### src/rtl/cache.sv
// cache: read-only direct-mapped cache with single-cycle refill from a fixed-content backing memory
module cache #(
  parameter int NUM_LINES      = 16,
  parameter int WORDS_PER_LINE = 4,
  parameter int MEM_WORDS      = 1024
) (
  input  logic        clk,
  input  logic        rst,
  input  logic [31:0] Address,
  output logic [31:0] Data_Out,
  output logic        Hit_Miss
);
  localparam int IDX_W = $clog2(NUM_LINES);
  localparam int OFF_W = $clog2(WORDS_PER_LINE);
  localparam int MEM_W = $clog2(MEM_WORDS);
  localparam int TAG_W = 32 - 2 - OFF_W - IDX_W;
  logic [NUM_LINES-1:0] valid_q;
  logic [TAG_W-1:0]     tag_q  [NUM_LINES];
  logic [31:0]          data_q [NUM_LINES][WORDS_PER_LINE];
  logic [IDX_W-1:0]     idx;
  logic [OFF_W-1:0]     off;
  logic [TAG_W-1:0]     atag;
  logic [MEM_W-1:0]     waddr;
  logic                 hit;
  function automatic logic [31:0] rom(input logic [MEM_W-1:0] a);
    return 32'hC0DE_0000 + 32'(a);
  endfunction
  always_comb begin
    off   = Address[OFF_W+1:2];
    idx   = Address[IDX_W+OFF_W+1:OFF_W+2];
    atag  = Address[31:IDX_W+OFF_W+2];
    waddr = Address[MEM_W+1:2];
    hit   = valid_q[idx] && tag_q[idx] == atag;
  end
  always_ff @(posedge clk) begin
    if (rst) begin
      valid_q  <= '0;
      Data_Out <= '0;
      Hit_Miss <= 1'b0;
    end else if (hit) begin
      Hit_Miss <= 1'b1;
      Data_Out <= data_q[idx][off];
    end else begin
      valid_q[idx] <= 1'b1;
      tag_q[idx]   <= atag;
      for (int i = 0; i < WORDS_PER_LINE; i++)
        data_q[idx][i] <= rom({waddr[MEM_W-1:OFF_W], OFF_W'(i)});
      Hit_Miss <= 1'b0;
      Data_Out <= rom(waddr);
    end
  end
endmodule

### config.mk
export PLATFORM = sky130hd
export DESIGN_NAME = cache
export DESIGN_NICKNAME = d
export VERILOG_FILES = /design/src/rtl/cache.sv
export SDC_FILE = /design/constraint.sdc
export NUM_CORES = 1
export LEC_CHECK = 0
export BUFFER_PORTS_ARGS = -buffer_cell sky130_fd_sc_hd__clkbuf_2
export CAP_MARGIN = 5
export CORE_ASPECT_RATIO = 0.5
export CORE_MARGIN = 10
export CORE_UTILIZATION = 56
export DETAILED_ROUTE_END_ITERATION = 6
export PLACE_DENSITY = 0.76
export SETUP_SLACK_MARGIN = 0.1
export SLEW_MARGIN = 20
export SYNTH_ARGS = -nofsm -noshare
export SYNTH_HDL_FRONTEND = slang
export SYNTH_SLANG_ARGS = --single-unit
### constraint.sdc
create_clock -name clk -period 5.74 [get_ports clk]
set_input_delay 0.574 -clock clk [delete_from_list [all_inputs] [get_ports clk]]
set_output_delay 0.574 -clock clk [all_outputs]
set_load 0.005 [all_outputs]
# After elaboration in Yosys (flattened, before gate mapping)
# Memory sizes are Yosys's and may differ from the RTL's.
# Cells that the tools add are included.
# word_totals
mem_bits_rw	2432
mem_count	2
regBits	49
latchBits	0
inputBits	34
rom_bits	0
# op_classes
addsub	5
n_div	0
bitwise	2
eq_ne	1
n_lt_le_gt_ge	3
n_mul	0
n_shift	0
n_mux	12
n_reduce_logical	2
# mem_list
memory	words	width	rd	rd_ports_with_merged_regs	wr	line_no	text
data_q	16	128	1	0	1	19	logic [31:0] data_q [NUM_LINES][WORDS_PER_LINE];
tag_q	16	24	1	0	1	18	logic [TAG_W-1:0] tag_q [NUM_LINES];
# ops
operator	n
31-bit by 11-bit adder with 32-bit output, first input constant	5
32-bit two-way mux	3
32-bit binary-select mux with 2-bit select	1
24-bit equality test	1
16-bit bitwise OR	1
1-bit two-way mux	6
4-bit by 5-bit less-than comparator with 1-bit output, second input constant	1
1-bit binary-select mux with 4-bit select	1
1-bit demux with 4-bit select	1
4-bit by 1-bit greater-or-equal comparator with 1-bit output, second input constant	1
3-bit greater-or-equal comparator, second input constant	1
2-bit NOT with 3-bit output	1
1-bit logical AND	2

# Logic depth before layout (Yosys ltp)
# logic_depth
word_depth	6
mapped_depth	15
ltp_nobuf	8

# Worst setup path after synthesis
# OpenSTA, ideal clock, no wires.
# synth_path
path_kind	input -> register
from	in Address[4]
to	mem data_q[1][100] (netlist bit) (enable)
setup_ps	484
setup_slack_ps	-99
t_arrival_ps	5356
stages	13
cell_sequence	buf_6 -> buf_6 -> buf_4 -> mux4_2 -> mux2i_1 -> xnor2_1 -> nor3_1 -> a31oi_1 -> nor3_2 -> and3_1 -> buf_6 -> buf_6 -> nor4_1
# synth_via
elab_chain_len	6
word_cells_on_any_way	8
cone_classes	1 x eq/ne; 5 x mux; 1 x reduce/logical; 1 x memory
# synth_lines
item	line_no	text
start: declaration	9	input logic [31:0] Address,
memory 16 x 24 bit or 1-bit binary-select mux with 4-bit select (tied branches)	--	
24-bit equality test or 1-bit two-way mux (tied branches)	33	hit = valid_q[idx] && tag_q[idx] == atag;
1-bit logical AND	33	
1-bit two-way mux	40	end else if (hit) begin
1-bit two-way mux	36	if (rst) begin
1-bit two-way mux (implied by the code)	47	data_q[idx][i] <= rom({waddr[MEM_W-1:OFF_W], OFF_W'(i)});
end: declaration	19	
# Parallel ways exist; a longest one is shown, timed or not. The select of a mux whose other input is x is not followed.

# Final worst setup path
# layout_path
from	in Address[4]
to	mem tag_q[1][1] (netlist bit) (enable)
# layout_via
elab_chain_len	6
word_cells_on_any_way	8
cone_classes	1 x eq/ne; 5 x mux; 1 x reduce/logical; 1 x memory
# layout_lines
item	line_no	text
memory 16 x 24 bit or 1-bit binary-select mux with 4-bit select (tied branches)	--	
24-bit equality test or 1-bit two-way mux (tied branches)	33	
1-bit logical AND	33	
1-bit two-way mux	40	
1-bit two-way mux	36	
1-bit two-way mux (implied by the code)	45	tag_q[idx] <= atag;
end: declaration	18	
# Parallel ways exist; a longest one is shown, timed or not. The select of a mux whose other input is x is not followed.

==> flow_summary.toml <==
[status]
status = "finished clean"

[sta]
setup_total_negative_slack_ns = 0
hold_viol_final = 0
final_max_slew_viol_count = 0
worst-slew-pin-transition_ns = 1.03
post_route_skew_ns = 0.0283
period_minus_slack_ns = 4.55
setup-violations-final = 0
max-slew-margin-rel = 0.309
timing.final.crit_share = 0.792
grt_setup_unrepaired = "no"
setup_slack_ns = 1.19
achievable-frequency_mhz = 220

[setup_path]
worstSetupPathType = "input port to register"
critical_path.cell_chain = "clkbuf_8 > buf_4 > mux4_2 > mux2i_1 > a221oi_1 > o211ai_2 > nor3_2 > and3_1 > buf_12 > nor4_2 > buf_4"
worst_path_largest_cell_delay_ns = 0.72
critPathLaunchType = "input port"
critical_path.n_buffers_inverters = 4
worst_ep_arrival_time_ns = 4.72
critPathTopFamily = "buffers and inverters"
startpoint_of_the_worst_register_to_register_path = "tag_q[15][20]$_DFFE_PP_"
critPathMostFrequentCell = "buf_4"
critical_path.max_fanout = 33
worst-path-stages = 11
cp_data_required_time_ns = 5.91
timing.rr.end = "tag_q[1][1]$_DFFE_PP_"
crit_path_launch = "Address[4]"
critPathSlowestCell = "nor4_2"
r2r_setup_slack_ns = 1.59
cp-endpoint = "tag_q[1][1]$_DFFE_PP_"
worst_setup_path_end_kind = "register"
timing.reg2reg.worst_path_depth = 10

[drt]
drt_pre_antenna_iters = 5
drc = 0
avgRoutedWirePerCell_um = 28.6
drt_iter0_drc = 1334
route.antenna.remaining_nets = 0
route.final.wire_length_mm = 43.9
vias = 10018
avgViaCountPerCell = 6.53

[clock_tree]
cts.sink_count = 476
cts_root_buffer = "clkbuf_16"
clock_path_buffers = 3
number_of_buffers_added_to_fix_hold_violations_after_cts = 0
cts_tree = "yes"
cts.htree.levels = 2
post-cts-setup-buffers = 0
worstSkewPairLatency_ns = 0.56
clkTransAtPathRegs_ns = 0.06
cts_resized = 0
numCtsBuffers = 41

[final_layout]
final_layout_size_suffix_gt1_frac = 0.280
antenna_cells = 0
area_delta_synth_final_pct = 10.9
post-route-cell-area_mm2 = 0.0213
num-nets-final = 1096

[power_and_ir_drop]
power_density_mw_per_mm2 = 326
ir_drop_mv = 0.201
leakage_nw = 7.00

[place]
post_dp_cell_area_mm2 = 0.0201
dpl_worst_slack_ns = 0.709
post-dp-hpwl_mm = 26.4
number_of_buffer_cells_added_on_primary_ports = 50
routabilityCongestion = 0.895

[hold_path]
holdCritStartpoint = "Address[2]"
min_path_type = "input port to register"

[synthesis]
synthDominantCellAreaShare = 0.699
yosys.cell_count.top_type = "edfxtp_1"
post_synth_main_area_contributors = "edfxtp_1 (70%), mux4_2 (12%), dfxtp_1 (2.9%), mux2i_1 (2.9%), mux2_2 (1.1%)"
adder_and_majority_gate_portion_of_the_synthesized_area = 0
synthSimpleGateAreaFrac = 0.0298
synth-edff-count = 448
yosys_warnings = 0
post_synthesis_share_of_cell_area_spent_on_xor_and_xnor_gates = 0.0109
dominantRegCellSynth = "edfxtp_1"
combinational_family_with_the_most_area_after_synthesis = "multiplexers"
mappedNetlistArea_mm2 = 0.0193
synth_largest_area_cell = "edfxtp_1"
synth-seq-cells = 476
synthMuxAreaShare = 0.159
fraction_of_registers_with_async_set_or_reset_after_synthesis = 0
avgSynthCellArea_um2 = 19.7
seq_area_frac_synth = 0.728
syn_inst = 977
post_synth_most_frequent_cells = "edfxtp_1 (448), mux4_2 (100), mux2i_1 (56)"
ys_types = 64
synth_compound_area_frac = 0.0408

[global_route]
global_route_wire_length_before_repair_mm = 65.2
grt_max_degree = 53
number_of_antenna_violations_at_the_first_check_in_global_routing = 0
gr-total-overflow = 0
grt_use_total = 0.208
grt_pass1_vias = 10036

[floorplan]
placementRows = 47
floorplan.io_pins = 67
floorplan.die.height_um = 151
floorplan.initialDensity = 0.575
die_area_mm2 = 0.0426
die_width_um = 282
core_area_mm2 = 0.0335

[job]
max_cap_viol_count = 0
-- how the worst min path moves through the flow --
| stage | endpoint | slack [ns] | depth (start not counted) |
|---|---|---|---|
| 6_report | Data_Out[0]$_SDFF_PP0_ | 0.25 | 2 |
| 5_1_grt | Data_Out[0]$_SDFF_PP0_ | 0.24 | 2 |
| 4_1_cts | Data_Out[0]$_SDFF_PP0_ | 0.24 | 2 |
| 3_5_place_dp | valid_q[1]$_SDFFE_PP0N_ | 0.44 | 2 |
| 3_3_place_gp | valid_q[11]$_SDFFE_PP0N_ | 0.42 | 2 |
| 2_1_floorplan | valid_q[10]$_SDFFE_PP0N_ | 0.41 | 2 |
-- cells in the final DEF (no fill, tap or decap), types with 8 or more instances in the layout --
master     synthesis  final
mux2_2            18     18
buf_4             26     51
nor2b_1           10     10
dfxtp_1           28     28
clkbuf_16          0     42
a21oi_1           10     10
conb_1             1     14
xor2_1            10     10
clkbuf_2           0     47
o22ai_1           17     17
nor4_2             1     15
clkinv_2           0      9
a22oi_1           15     15
nand2_1           31     31
nor2_1            11     11
clkinv_1           1      9
edfxtp_1         448    448
mux2i_1           56     56
xnor2_1           14     14
o21ai_0           11     11
inv_1             13     13
clkbuf_1          14     10
nor3_1             8      8
mux4_2           100    100
o41ai_1           14     14
-- routing by layer --
layer	track usage	vias to the layer above	part of all wire
met1	0.284	5181	0.39
met2	0.326	582	0.46
li1	-	4183	-
met5	0	-	0
met4	0.0595	0	0.022
met3	0.0593	72	0.12
-- report_power, final --
part / total (W) / internal, W / switching, W
clock network: 0.00260 / 0.00140 / 0.00120
logic: 0.000470 / 0.000182 / 0.000288
registers: 0.00389 / 0.00387 / 0.0000197
total: 0.00696 / 0.00545 / 0.00151
-- logic make-up (layout without fill, tap and decap cells) --
| logic type | Yosys count | after routing |
|---|---|---|
| compound gates | 105 | 105 |
| other cells | 1 | 14 |
| xor+xnor | 24 | 24 |
| simple gates | 106 | 106 |
| flops | 476 | 476 |
| mux | 178 | 178 |
| buf+inv | 87 | 190 |
-- metrics by stage --
step,instances,hold WS (ns),total power (W),utilization
6_report,1534,0.250,0.00696,0.638
5_1_grt,1534,0.240,0.00716,0.638
4_1_cts,1534,0.235,0.00698,0.638
3_5_place_dp,1460,0.440,0.00443,0.601
3_3_place_gp,1460,0.424,0.00441,0.601
2_1_floorplan,990,0.414,0.00426,-
-- flip-flops by register name, indices dropped and copies added, names as in the netlist --
signal	cells
tag_q	384
data_q	64
valid_q	16
Data_Out	11
Hit_Miss	1
-- cell type report --
type	instances	area, um^2
sequential	476	14000
fill	2186	12100
multi-input combinational	427	4800
clock buffer	52	1090
timing repair buffer	102	692
tap	441	552
clock inverter	22	145
inverter	14	52.6
Power figures use the tool's default switching activity.
